$ cat src/rtl/matrix_serial_tx.sv
// MAX7219-style 8x8 matrix refresher: snapshots eight row bytes and shifts them out as digit-register writes.
// Define MATRIX_SERIAL_TX_INIT_EN to send a five-frame configuration sequence after every reset.
module matrix_serial_tx #(
  parameter int         CLK_DIV   = 4,
  parameter logic [3:0] INTENSITY = 4'h8
) (
  input  logic       CLOCK_50,
  input  logic       RESET_InHigh,
  input  logic [7:0] row0_in,
  input  logic [7:0] row1_in,
  input  logic [7:0] row2_in,
  input  logic [7:0] row3_in,
  input  logic [7:0] row4_in,
  input  logic [7:0] row5_in,
  input  logic [7:0] row6_in,
  input  logic [7:0] row7_in,
  input  logic       start_in,
  output logic       busy_out,
  output logic       done_out,
  output logic       ser_din_out,
  output logic       ser_clk_out,
  output logic       ser_load_out
);

  typedef enum logic [2:0] {
    IDLE       = 3'd0,
`ifdef MATRIX_SERIAL_TX_INIT_EN
    INIT       = 3'd1,
`endif
    SHIFT_LOW  = 3'd2,
    SHIFT_HIGH = 3'd3,
    LATCH      = 3'd4,
    NEXT       = 3'd5
  } state_t;

  localparam logic [7:0] DIV_LAST = 8'(CLK_DIV - 1);

`ifdef MATRIX_SERIAL_TX_INIT_EN
  localparam state_t RESET_STATE = INIT;
  localparam logic   RESET_BUSY  = 1'b1;
`else
  localparam state_t RESET_STATE = IDLE;
  localparam logic   RESET_BUSY  = 1'b0;
`endif

  state_t      state_reg;
  logic [7:0]  snap_reg [8];
  logic [7:0]  rows [8];
  logic [2:0]  frame_reg;
  logic [3:0]  bit_reg;
  logic [7:0]  div_reg;
  logic        init_mode_reg;
  logic [15:0] cur_word;
  logic [3:0]  next_bit;
  logic [2:0]  last_frame;
  logic        div_end;

  assign rows[0] = row0_in;
  assign rows[1] = row1_in;
  assign rows[2] = row2_in;
  assign rows[3] = row3_in;
  assign rows[4] = row4_in;
  assign rows[5] = row5_in;
  assign rows[6] = row6_in;
  assign rows[7] = row7_in;

  assign next_bit   = bit_reg - 4'd1;
  assign last_frame = init_mode_reg ? 3'd4 : 3'd7;
  assign div_end    = (div_reg == DIV_LAST);

  // Row k is written to digit register k+1; config frames replace it while init runs.
  always_comb begin
    cur_word = {4'h0, {1'b0, frame_reg} + 4'd1, snap_reg[frame_reg]};
    if (init_mode_reg) begin
      case (frame_reg)
        3'd0:    cur_word = 16'h0C01;
        3'd1:    cur_word = 16'h0900;
        3'd2:    cur_word = {12'h0A0, INTENSITY};
        3'd3:    cur_word = 16'h0B07;
        default: cur_word = 16'h0F00;
      endcase
    end
  end

  always_ff @(posedge CLOCK_50) begin
    if (RESET_InHigh) begin
      state_reg     <= RESET_STATE;
      busy_out      <= RESET_BUSY;
      init_mode_reg <= RESET_BUSY;
      done_out      <= 1'b0;
      ser_din_out   <= 1'b0;
      ser_clk_out   <= 1'b0;
      ser_load_out  <= 1'b1;
      frame_reg     <= 3'd0;
      bit_reg       <= 4'd0;
      div_reg       <= 8'd0;
      for (int i = 0; i < 8; i++) snap_reg[i] <= 8'h00;
    end else begin
      done_out <= 1'b0;
      case (state_reg)
        IDLE: begin
          if (start_in) begin
            for (int i = 0; i < 8; i++) snap_reg[i] <= rows[i];
            frame_reg    <= 3'd0;
            bit_reg      <= 4'd15;
            div_reg      <= 8'd0;
            busy_out     <= 1'b1;
            ser_load_out <= 1'b0;
            ser_clk_out  <= 1'b0;
            // Bit 15 of every frame sits in the zero upper nibble.
            ser_din_out  <= 1'b0;
            state_reg    <= SHIFT_LOW;
          end
        end
`ifdef MATRIX_SERIAL_TX_INIT_EN
        INIT: begin
          frame_reg    <= 3'd0;
          bit_reg      <= 4'd15;
          div_reg      <= 8'd0;
          ser_load_out <= 1'b0;
          ser_clk_out  <= 1'b0;
          ser_din_out  <= 1'b0;
          state_reg    <= SHIFT_LOW;
        end
`endif
        SHIFT_LOW: begin
          if (div_end) begin
            div_reg     <= 8'd0;
            ser_clk_out <= 1'b1;
            state_reg   <= SHIFT_HIGH;
          end else begin
            div_reg <= div_reg + 8'd1;
          end
        end
        SHIFT_HIGH: begin
          if (div_end) begin
            div_reg     <= 8'd0;
            ser_clk_out <= 1'b0;
            if (bit_reg == 4'd0) begin
              ser_load_out <= 1'b1;
              state_reg    <= LATCH;
            end else begin
              bit_reg     <= next_bit;
              ser_din_out <= cur_word[next_bit];
              state_reg   <= SHIFT_LOW;
            end
          end else begin
            div_reg <= div_reg + 8'd1;
          end
        end
        LATCH: begin
          // The NEXT decision is taken on the edge that ends LATCH so it costs no cycle.
          if (div_end) begin
            div_reg <= 8'd0;
            if (frame_reg != last_frame) begin
              frame_reg    <= frame_reg + 3'd1;
              bit_reg      <= 4'd15;
              ser_load_out <= 1'b0;
              ser_din_out  <= 1'b0;
              state_reg    <= SHIFT_LOW;
            end else begin
              frame_reg     <= 3'd0;
              busy_out      <= 1'b0;
              done_out      <= ~init_mode_reg;
              init_mode_reg <= 1'b0;
              state_reg     <= IDLE;
            end
          end else begin
            div_reg <= div_reg + 8'd1;
          end
        end
        NEXT: begin
          // Never held as a registered state; fall back to a clean idle line.
          busy_out      <= 1'b0;
          init_mode_reg <= 1'b0;
          ser_load_out  <= 1'b1;
          ser_clk_out   <= 1'b0;
          state_reg     <= IDLE;
        end
        default: begin
          busy_out      <= 1'b0;
          init_mode_reg <= 1'b0;
          ser_load_out  <= 1'b1;
          ser_clk_out   <= 1'b0;
          state_reg     <= IDLE;
        end
      endcase
    end
  end

endmodule

$ cat config.mk
export PLATFORM = sky130hd
export DESIGN_NAME = matrix_serial_tx
export DESIGN_NICKNAME = d
export VERILOG_FILES = /design/src/rtl/matrix_serial_tx.sv
export SDC_FILE = /design/constraint.sdc
export NUM_CORES = 1
export LEC_CHECK = 0
export ABC_AREA = 0
export CORE_ASPECT_RATIO = 0.9
export CORE_UTILIZATION = 35
export CTS_BUF_LIST = sky130_fd_sc_hd__clkbuf_2 sky130_fd_sc_hd__clkbuf_4 sky130_fd_sc_hd__clkbuf_8
export CTS_CLUSTER_SIZE = 25
export DETAILED_ROUTE_END_ITERATION = 10
export GPL_ROUTABILITY_DRIVEN = 0
export SLEW_MARGIN = 20
export SYNTH_ARGS = -nofsm -noshare
export SYNTH_HDL_FRONTEND = slang
export SYNTH_SLANG_ARGS = --single-unit
$ cat constraint.sdc
create_clock -name CLOCK_50 -period 6.8 [get_ports CLOCK_50]
set_input_delay 1.02 -clock CLOCK_50 [delete_from_list [all_inputs] [get_ports CLOCK_50]]
set_output_delay 1.02 -clock CLOCK_50 [all_outputs]
set_load 0.01 [all_outputs]
==> results of run 1 <==
## report_power, final
| part | switching (mW) | total [mW] | internal, mW |
|---|---|---|---|
| registers | 0.0130 | 0.637 | 0.624 |
| clock network | 0.192 | 0.365 | 0.173 |
| logic | 0.0588 | 0.134 | 0.0747 |
## path summary, 6_finish.rpt
check | endpoint | depth (start not counted) | start | slack [ps]
max | snap_reg[2][0] | 4 | start_in | 3680
min reg2reg | ser_load_out | 2 | ser_load_out | 500
min | ser_load_out | 2 | ser_load_out | 500
max reg2reg | snap_reg[2][0] | 3 | state_reg[1] | 4270
## cell usage after synthesis, types with 3 or more instances
| cell type | instances |
|---|---|
| mux2i_1 | 9 |
| nor3_1 | 5 |
| dfxtp_1 | 26 |
| nand2_1 | 7 |
| mux4_2 | 17 |
| nor2b_1 | 19 |
| a211oi_1 | 3 |
| xnor2_1 | 4 |
| ha_1 | 4 |
| a311oi_1 | 3 |
| and3_1 | 3 |
| nand4_1 | 3 |
| o21a_1 | 3 |
| xor2_1 | 6 |
| a21oi_1 | 6 |
| buf_2 | 6 |
| o22ai_1 | 3 |
| inv_1 | 7 |
| clkbuf_1 | 10 |
| nor2_1 | 21 |
| a22oi_1 | 3 |
| nand3_1 | 7 |
| edfxtp_1 | 64 |
| nand2b_1 | 3 |
| and2_1 | 50 |
## layout make-up
type,count,area (µm²),area share
Tap cell,156,195,0.0369
Multi-Input combinational cell,211,1690,0.320
Clock inverter,7,75.1,0.0142
Clock buffer,9,124,0.0234
Inverter,7,26.3,0.00497
Sequential cell,90,2440,0.462
Timing Repair Buffer,74,733,0.139
## routing by layer
metal	track usage	wire, µm	share of wire	vias up
li1	-	-	-	1340
met1	0.182	3820	0.47	1315
met2	0.234	3880	0.47	80
met3	0.0354	409	0.050	7
met4	0.0458	78	0.0095	0
met5	0	0	0	-
## per-stage QoR
step / hold WS, ps / util
after floorplan: 481 / -
after global placement: 498 / 0.438
after detailed placement: 487 / 0.438
after CTS: 501 / 0.455
after global routing: 524 / 0.455
final: 501 / 0.455
## cell families after synthesis
logic type / Yosys count / synth area share
buffers and inverters: 27 / 0.0309
AO/OA/AOI/OAI: 40 / 0.0713
multiplexers: 26 / 0.111
XOR/XNOR: 10 / 0.0206
AND/OR/NAND/NOR: 131 / 0.179
adder cells (fa/ha/maj): 4 / 0.0118
flip-flops: 90 / 0.575
## worst max-delay path, delay by kind of cell
family / cells / cell delay (ps)
AOI/OAI and AO/OA: 1 / 710
buffers and inverters: 2 / 1150
and+or+nand+nor: 1 / 230
==> out/results.tsv, run 1 <==
stage	metric	value	unit
layout	nets	464	
global_route	grt_pass1_vias	2771	
power	p_leak	1.87	nW
clock_tree	cts_setup_buffers	0	
logic_synthesis	syn_area	4250	µm²
timing	fin_crit	3120	ps
logic_synthesis	synth.area.top_cells	edfxtp_1 45%, dfxtp_1 12%, mux4_2 9.0%	
clock_tree	root_buffer	clkbuf_8	
logic_synthesis	synth-main-ff-cell	edfxtp_1	
timing	fin_worst_skew	7.75	ps
clock_tree	clk_pin_slew	80	ps
layout	antenna_cells	0	
timing	slew_headroom	0.413	
power	power_density	215	nW/µm²
detailed_routing	drc	0	
timing	final-setup-viol-count	0	
floorplanning	io_pins	72	
global_route	grt_start_max_net_pins	41	
clock_tree	ctsHoldBuffers	0	
critical_path	critPathKind	input pin to flip-flop	
global_route	grt_pass1_wl	13.7	mm
detailed_routing	ant_nets	0	
timing	hold_violations	0	
timing	timing.fmax	321	MHz
logic_synthesis	yosysTopAreaCellShare	0.453	
placement	io_buffer_count	71	
floorplanning	dieArea	12600	µm²
logic_synthesis	synthDistinctLibCells	51	
placement	dpl_worst_slack	3300	ps
critical_path	cp_cell_sequence	clkdlybuf4s50_1 > nand2b_1 > o21ai_4 > buf_4	
logic_synthesis	yosysWarnings	0	
critical_path	cp_slowest_stage_delay	710	ps
critical_path	crit_fanout	40	
logic_synthesis	yosysTopAreaCell	edfxtp_1	
clock_tree	ctsHtreeMaxLevel	3	
critical_path	end_kind	flip-flop	
timing	period_share	0.458	
critical_path	worstSetupStartpointType	input pin	
layout	final_common_cell	clkdlybuf4s50_1	
logic_synthesis	seq_area_frac_synth	0.575	
power	peakVddDrop	105	µV
layout	design_area	5290	µm²
global_route	grtUsageTotal	0.141	
timing	slew_viol_final	0	
detailed_routing	wl_per_cell	14.8	µm
power	total_power	1.14	mW
layout	drive_above_1_share	0.113	
floorplanning	rows	37	
layout	areaGrowthSynthToFinish	24.5	%
placement	dpl.cell_count	538	
clock_tree	cts_tree	built	
placement	dp.final_hpwl	5.80	mm
detailed_routing	drt_iter0_drc	114	
floorplanning	coreArea	11600	µm²
layout	largest_reg_flops	64	
timing	tightest_slew	879	ps
floorplanning	die_x	118	µm
detailed_routing	vias	2742	
floorplanning	initial_core_util	0.365	
clock_tree	numCtsBuffers	9	
critical_path	crit_arrival	3110	ps
logic_synthesis	avgSynthCellArea	12.9	µm²
logic_synthesis	synthArstFlopShare	0	
floorplanning	die_h	106	µm
critical_path	cp.required	6800	ps
run_status	status	finished, final reports clean	
global_route	grt-ovfl-total	0	
timing	setup_ws	3680	ps
clock_tree	clk_path_buf_depth	2	
timing	finalSetupTns	0	ps
timing	grt_setup_unrepaired	no	
logic_synthesis	syn_nets	399	
clock_tree	clk_latency	350	ps
logic_synthesis	synthCells	328	
global_route	antenna_found_initial	0	
logic_synthesis	synth-edff-count	64	
clock_tree	cts_sinks	90	
worst_hold_path	hold_path.class	flip-flop to flip-flop	
layout	nFillCells	1073	
detailed_routing	viasPerCell	4.95	
flow_run	maxCapViolations	0	
detailed_routing	totalWireLength	8.18	mm
layout	layoutNonFillerInstCount	554	
detailed_routing	drt_pre_antenna_iters	4	
logic_synthesis	ys_ff_latch	90	
clock_tree	cts_resized	0	
layout	mostFrequentLayoutCells	71 x clkdlybuf4s50_1, 64 x edfxtp_1, 50 x and2_1, 26 x dfxtp_1, 21 x nor2_1	
critical_path	critical_path.slowest_cell	o21ai_4	
placement	place_area	5090	µm²
No activity file was read; power rests on OpenSTA's default activity.
==> inputs of run 2 (changes only) <==
==> constraint.sdc (replaced) <==
create_clock -name CLOCK_50 -period 3.25 [get_ports CLOCK_50]
set_input_delay 0.4875 -clock CLOCK_50 [delete_from_list [all_inputs] [get_ports CLOCK_50]]
set_output_delay 0.4875 -clock CLOCK_50 [all_outputs]
set_load 0.01 [all_outputs]
==> out/results.tsv, run 2 (synthesis results as in run 1) <==
stage	metric	value	unit
clock_tree	clk_latency	360	ps
layout	areaGrowthSynthToFinish	25.0	%
detailed_routing	drc	0	
detailed_routing	viasPerCell	4.84	
layout	final_util	0.457	
clock_tree	ctsHtreeMaxLevel	3	
layout	final_common_cell	clkdlybuf4s50_1	
critical_path	crit_buf_inv	0	
clock_tree	ctsHoldBuffers	0	
critical_path	cp_slowest_stage_delay	450	ps
critical_path	worstSetupStartpointType	flip-flop	
layout	antenna_cells	0	
timing	fin_worst_skew	10.9	ps
timing	finalSetupTns	0	ps
worst_hold_path	hold_path.class	flip-flop to flip-flop	
critical_path	critical_path.slowest_cell	and2_1	
global_route	grt_pass1_vias	2712	
power	swShare	0.247	
power	peakVddDrop	221	µV
detailed_routing	vias	2696	
clock_tree	root_buffer	clkbuf_8	
timing	worst_hold_slack	505	ps
timing	hold_violations	0	
global_route	grtUsageTotal	0.142	
run_status	status	finished, final reports clean	
layout	mostFrequentLayoutCells	71 x clkdlybuf4s50_1, 64 x edfxtp_1, 50 x and2_1, 26 x dfxtp_1, 21 x nor2_1	
flow_run	maxCapViolations	0	
clock_tree	clk_pin_slew	90	ps
power	combPwrFrac	0.120	
critical_path	crit_arrival	2460	ps
layout	drive_above_1_share	0.120	
global_route	grt-ovfl-total	0	
critical_path	critPathKind	flip-flop to flip-flop	
detailed_routing	wl_per_cell	14.7	µm
clock_tree	clk_path_buf_depth	2	
critical_path	crit_fanout	10	
power	clkPwrFrac	0.312	
power	power_density	443	nW/µm²
detailed_routing	ant_nets	0	
floorplanning	dieArea	12600	µm²
clock_tree	cts_sinks	90	
floorplanning	rows	37	
critical_path	end_kind	flip-flop	
critical_path	cp.required	3490	ps
critical_path	cp_cell_sequence	ha_1 > nor4b_2 > and2_1 > nand2_1 > a21oi_2 > mux2i_1 > nor2_1	
power	seqPwrFrac	0.567	
global_route	grt_start_max_net_pins	65	
floorplanning	coreArea	11600	µm²
layout	design_area	5310	µm²
floorplanning	initial_core_util	0.365	
timing	tightest_slew	616	ps
clock_tree	cts_resized	0	
floorplanning	io_pins	72	
timing	final-setup-viol-count	0	
power	p_switching	0.582	mW
detailed_routing	drt_iter0_drc	164	
clock_tree	cts_tree	built	
timing	fin_crit	2220	ps
global_route	antenna_found_initial	0	
layout	nets	467	
power	p_leak	1.88	nW
critical_path	path_delay_family	simple AND/OR/NAND/NOR gates	
timing	slew_headroom	0.589	
layout	largest_reg_flops	64	
timing	timing.fmax	450	MHz
power	internal_power	1.77	mW
timing	grt_setup_unrepaired	no	
placement	dp.final_hpwl	5.81	mm
floorplanning	die_h	106	µm
placement	io_buffer_count	71	
detailed_routing	totalWireLength	8.20	mm
floorplanning	die_x	118	µm
timing	period_share	0.683	
timing	slew_viol_final	0	
clock_tree	numCtsBuffers	9	
global_route	grt_pass1_wl	13.7	mm
clock_tree	cts_setup_buffers	0	
detailed_routing	drt_pre_antenna_iters	5	
placement	place_area	5120	µm²
run 2: cell types whose count changed in the layout (fill, tap and decap cells not counted), sizes merged:
cell,change
buf,+3
clkinv,-3
inv,+2
bufinv,-1
clkbuf,+1
clkinvlp,+1
run 2: worst reg2reg max path, cell delays in order, from the launching register on:
cell     delay (ps)
dfxtp_1         380
ha_1            230
nor4b_2         250
and2_1          450
nand2_1         190
a21oi_2         310
mux2i_1         230
nor2_1           70
run 2: power by group through the flow:
stage | logic [mW] | registers (mW) | clock network [mW]
CTS | 0.287 | 1.33 | 0.752
floorplan | 0.162 | 1.35 | 0
global placement | 0.283 | 1.36 | 0
detailed placement | 0.286 | 1.36 | 0
finish | 0.283 | 1.33 | 0.734
global route | 0.311 | 1.34 | 0.798
run 2: final cells by class:
class	instances	area, µm²
multi-input combinational	211	1690
sequential	90	2440
clock inverter	6	56.3
fill	1056	6310
timing repair buffer	77	768
inverter	7	26.3
tap	156	195
clock buffer	10	131
run 2: worst paths after layout:
| path | from | endpoint | slack (ps) | cells past startpoint |
|---|---|---|---|---|
| worst min register to register | ser_load_out | ser_load_out | 510 | 2 |
| worst max-delay path | div_reg[0] | frame_reg[0] | 1030 | 7 |
| worst max register to register | div_reg[0] | frame_reg[0] | 1030 | 7 |
| worst min-delay path | ser_load_out | ser_load_out | 510 | 2 |
run 2: routing by layer:
metal	vias up	routed length, µm	GRT usage
met1	1274	3950	0.185
li1	1345	-	-
met5	-	0	0
met3	12	349	0.0365
met4	0	104	0.0476
met2	65	3790	0.230
run 2: per-stage QoR:
stage / instances / setup WS [ps] / power (mW)
floorplan: 328 / 318 / 1.51
global placement: 541 / 991 / 1.64
detailed placement: 541 / 939 / 1.65
CTS: 557 / 1010 / 2.37
global route: 557 / 785 / 2.45
finish: 557 / 1030 / 2.35
==> inputs of run 3 (changes only) <==
==> constraint.sdc (replaced) <==
create_clock -name CLOCK_50 -period 2.3 [get_ports CLOCK_50]
set_input_delay 0.345 -clock CLOCK_50 [delete_from_list [all_inputs] [get_ports CLOCK_50]]
set_output_delay 0.345 -clock CLOCK_50 [all_outputs]
set_load 0.01 [all_outputs]
==> out/results.tsv, run 3 (synthesis results as in run 1) <==
stage	metric	value	unit
timing	fin_crit	2080	ps
layout	nFillCells	1055	
clock_tree	cts_setup_buffers	0	
timing	hold_violations	0	
timing	grt_setup_unrepaired	no	
power	p_switching	0.765	mW
layout	multi_input_area	1690	µm²
global_route	grt_pass1_wl	13.7	mm
layout	final_util	0.468	
layout	nets	474	
detailed_routing	drc	0	
clock_tree	ctsHoldBuffers	0	
clock_tree	cts_resized	0	
clock_tree	cts_sinks	90	
floorplanning	dieArea	12600	µm²
layout	drive_above_1_share	0.133	
power	seqPwrFrac	0.545	
critical_path	crit_arrival	2310	ps
critical_path	worstSetupStartpointType	flip-flop	
power	total_power	3.46	mW
flow_run	maxCapViolations	0	
global_route	grt_pass1_vias	2806	
clock_tree	cts_tree	built	
timing	fin_worst_skew	7.42	ps
placement	io_buffer_count	71	
detailed_routing	totalWireLength	8.32	mm
power	p_leak	1.94	nW
clock_tree	clk_path_buf_depth	2	
floorplanning	die_h	106	µm
placement	dp.final_hpwl	6.13	mm
layout	final_common_cell	clkdlybuf4s50_1	
placement	dpl_worst_slack	239	ps
layout	mostFrequentLayoutCells	71 x clkdlybuf4s50_1, 64 x edfxtp_1, 50 x and2_1, 26 x dfxtp_1, 21 x nor2_1	
floorplanning	io_pins	72	
timing	slew_viol_final	0	
detailed_routing	ant_nets	0	
floorplanning	rows	37	
global_route	grt-ovfl-total	0	
critical_path	cp.required	2540	ps
critical_path	cp_cell_sequence	inv_1 > ha_1 > nor3b_1 > o21ai_0 > o211a_4 > nor2b_1 > nor4_1 > a211oi_1	
timing	timing.fmax	481	MHz
power	internal_power	2.69	mW
run_status	status	finished, final reports clean	
power	combPwrFrac	0.121	
detailed_routing	viasPerCell	4.81	
timing	slew_headroom	0.638	
detailed_routing	drt_pre_antenna_iters	4	
clock_tree	root_buffer	clkbuf_8	
global_route	antenna_found_initial	0	
critical_path	critical_path.slowest_cell	dfxtp_1	
timing	setup_ws	221	ps
layout	largest_reg_flops	64	
floorplanning	initial_core_util	0.365	
clock_tree	ctsHtreeMaxLevel	3	
detailed_routing	vias	2709	
clock_tree	clk_pin_slew	80	ps
timing	tightest_slew	529	ps
power	power_density	636	nW/µm²
global_route	grt_start_max_net_pins	48	
power	swShare	0.221	
floorplanning	coreArea	11600	µm²
critical_path	cp_slowest_stage_delay	480	ps
global_route	grtUsageTotal	0.143	
clock_tree	numCtsBuffers	9	
critical_path	end_kind	flip-flop	
timing	period_share	0.904	
detailed_routing	wl_per_cell	14.8	µm
power	peakVddDrop	270	µV
critical_path	crit_fanout	8	
power	clkPwrFrac	0.335	
floorplanning	die_x	118	µm
layout	areaGrowthSynthToFinish	28.1	%
timing	finalSetupTns	0	ps
layout	seq_area	2440	µm²
detailed_routing	drt_iter0_drc	144	
worst_hold_path	hold_path.class	flip-flop to flip-flop	
timing	final-setup-viol-count	0	
clock_tree	clk_latency	360	ps
critical_path	critPathKind	flip-flop to flip-flop	
layout	antenna_cells	0	
[run 3: metrics by stage]
step	std cells	hold slack, ps	cell area [µm²]
global route	563	540	5440
finish	563	499	5440
global placement	548	480	5230
floorplan	328	481	4260
detailed placement	548	492	5230
CTS	563	504	5440
[run 3: layer usage]
layer  vias up  routed length [µm]  global-route usage
li1       1355                   -                   -
met1      1256                3930               0.184
met2        89                3850               0.231
met3         9                 427              0.0370
met4         0                 110              0.0559
met5         -                   0                   0
[run 3: power groups by stage]
stage / registers, mW / clock network (mW) / logic, mW
6_report: 1.88 / 1.16 / 0.418
5_1_grt: 1.90 / 1.24 / 0.457
4_1_cts: 1.88 / 1.19 / 0.423
3_5_place_dp: 1.92 / 0 / 0.421
3_3_place_gp: 1.92 / 0 / 0.416
2_1_floorplan: 1.91 / 0 / 0.231
[run 3: critical path, delay by kind of cell, from the launching register on]
family | cells | cell delay [ps]
fa+ha+maj | 1 | 300
compound gates | 3 | 540
flops | 1 | 480
simple gates | 3 | 540
buf+inv | 1 | 100
[run 3: area by class of cell]
type	instances	share of cell area
multi-input cells	211	0.311
well taps	156	0.0359
clock buffers	9	0.0228
inverters	7	0.00483
clock inverters	6	0.0166
flip-flops and latches	90	0.449
repair buffers	84	0.160
[run 3: final timing paths]
path	start	endpoint	slack, ps	cells past startpoint
max	bit_reg[0]	ser_din_out	220	8
min	ser_load_out	ser_load_out	500	2
min reg2reg	ser_load_out	ser_load_out	500	2
max reg2reg	bit_reg[0]	ser_din_out	220	8
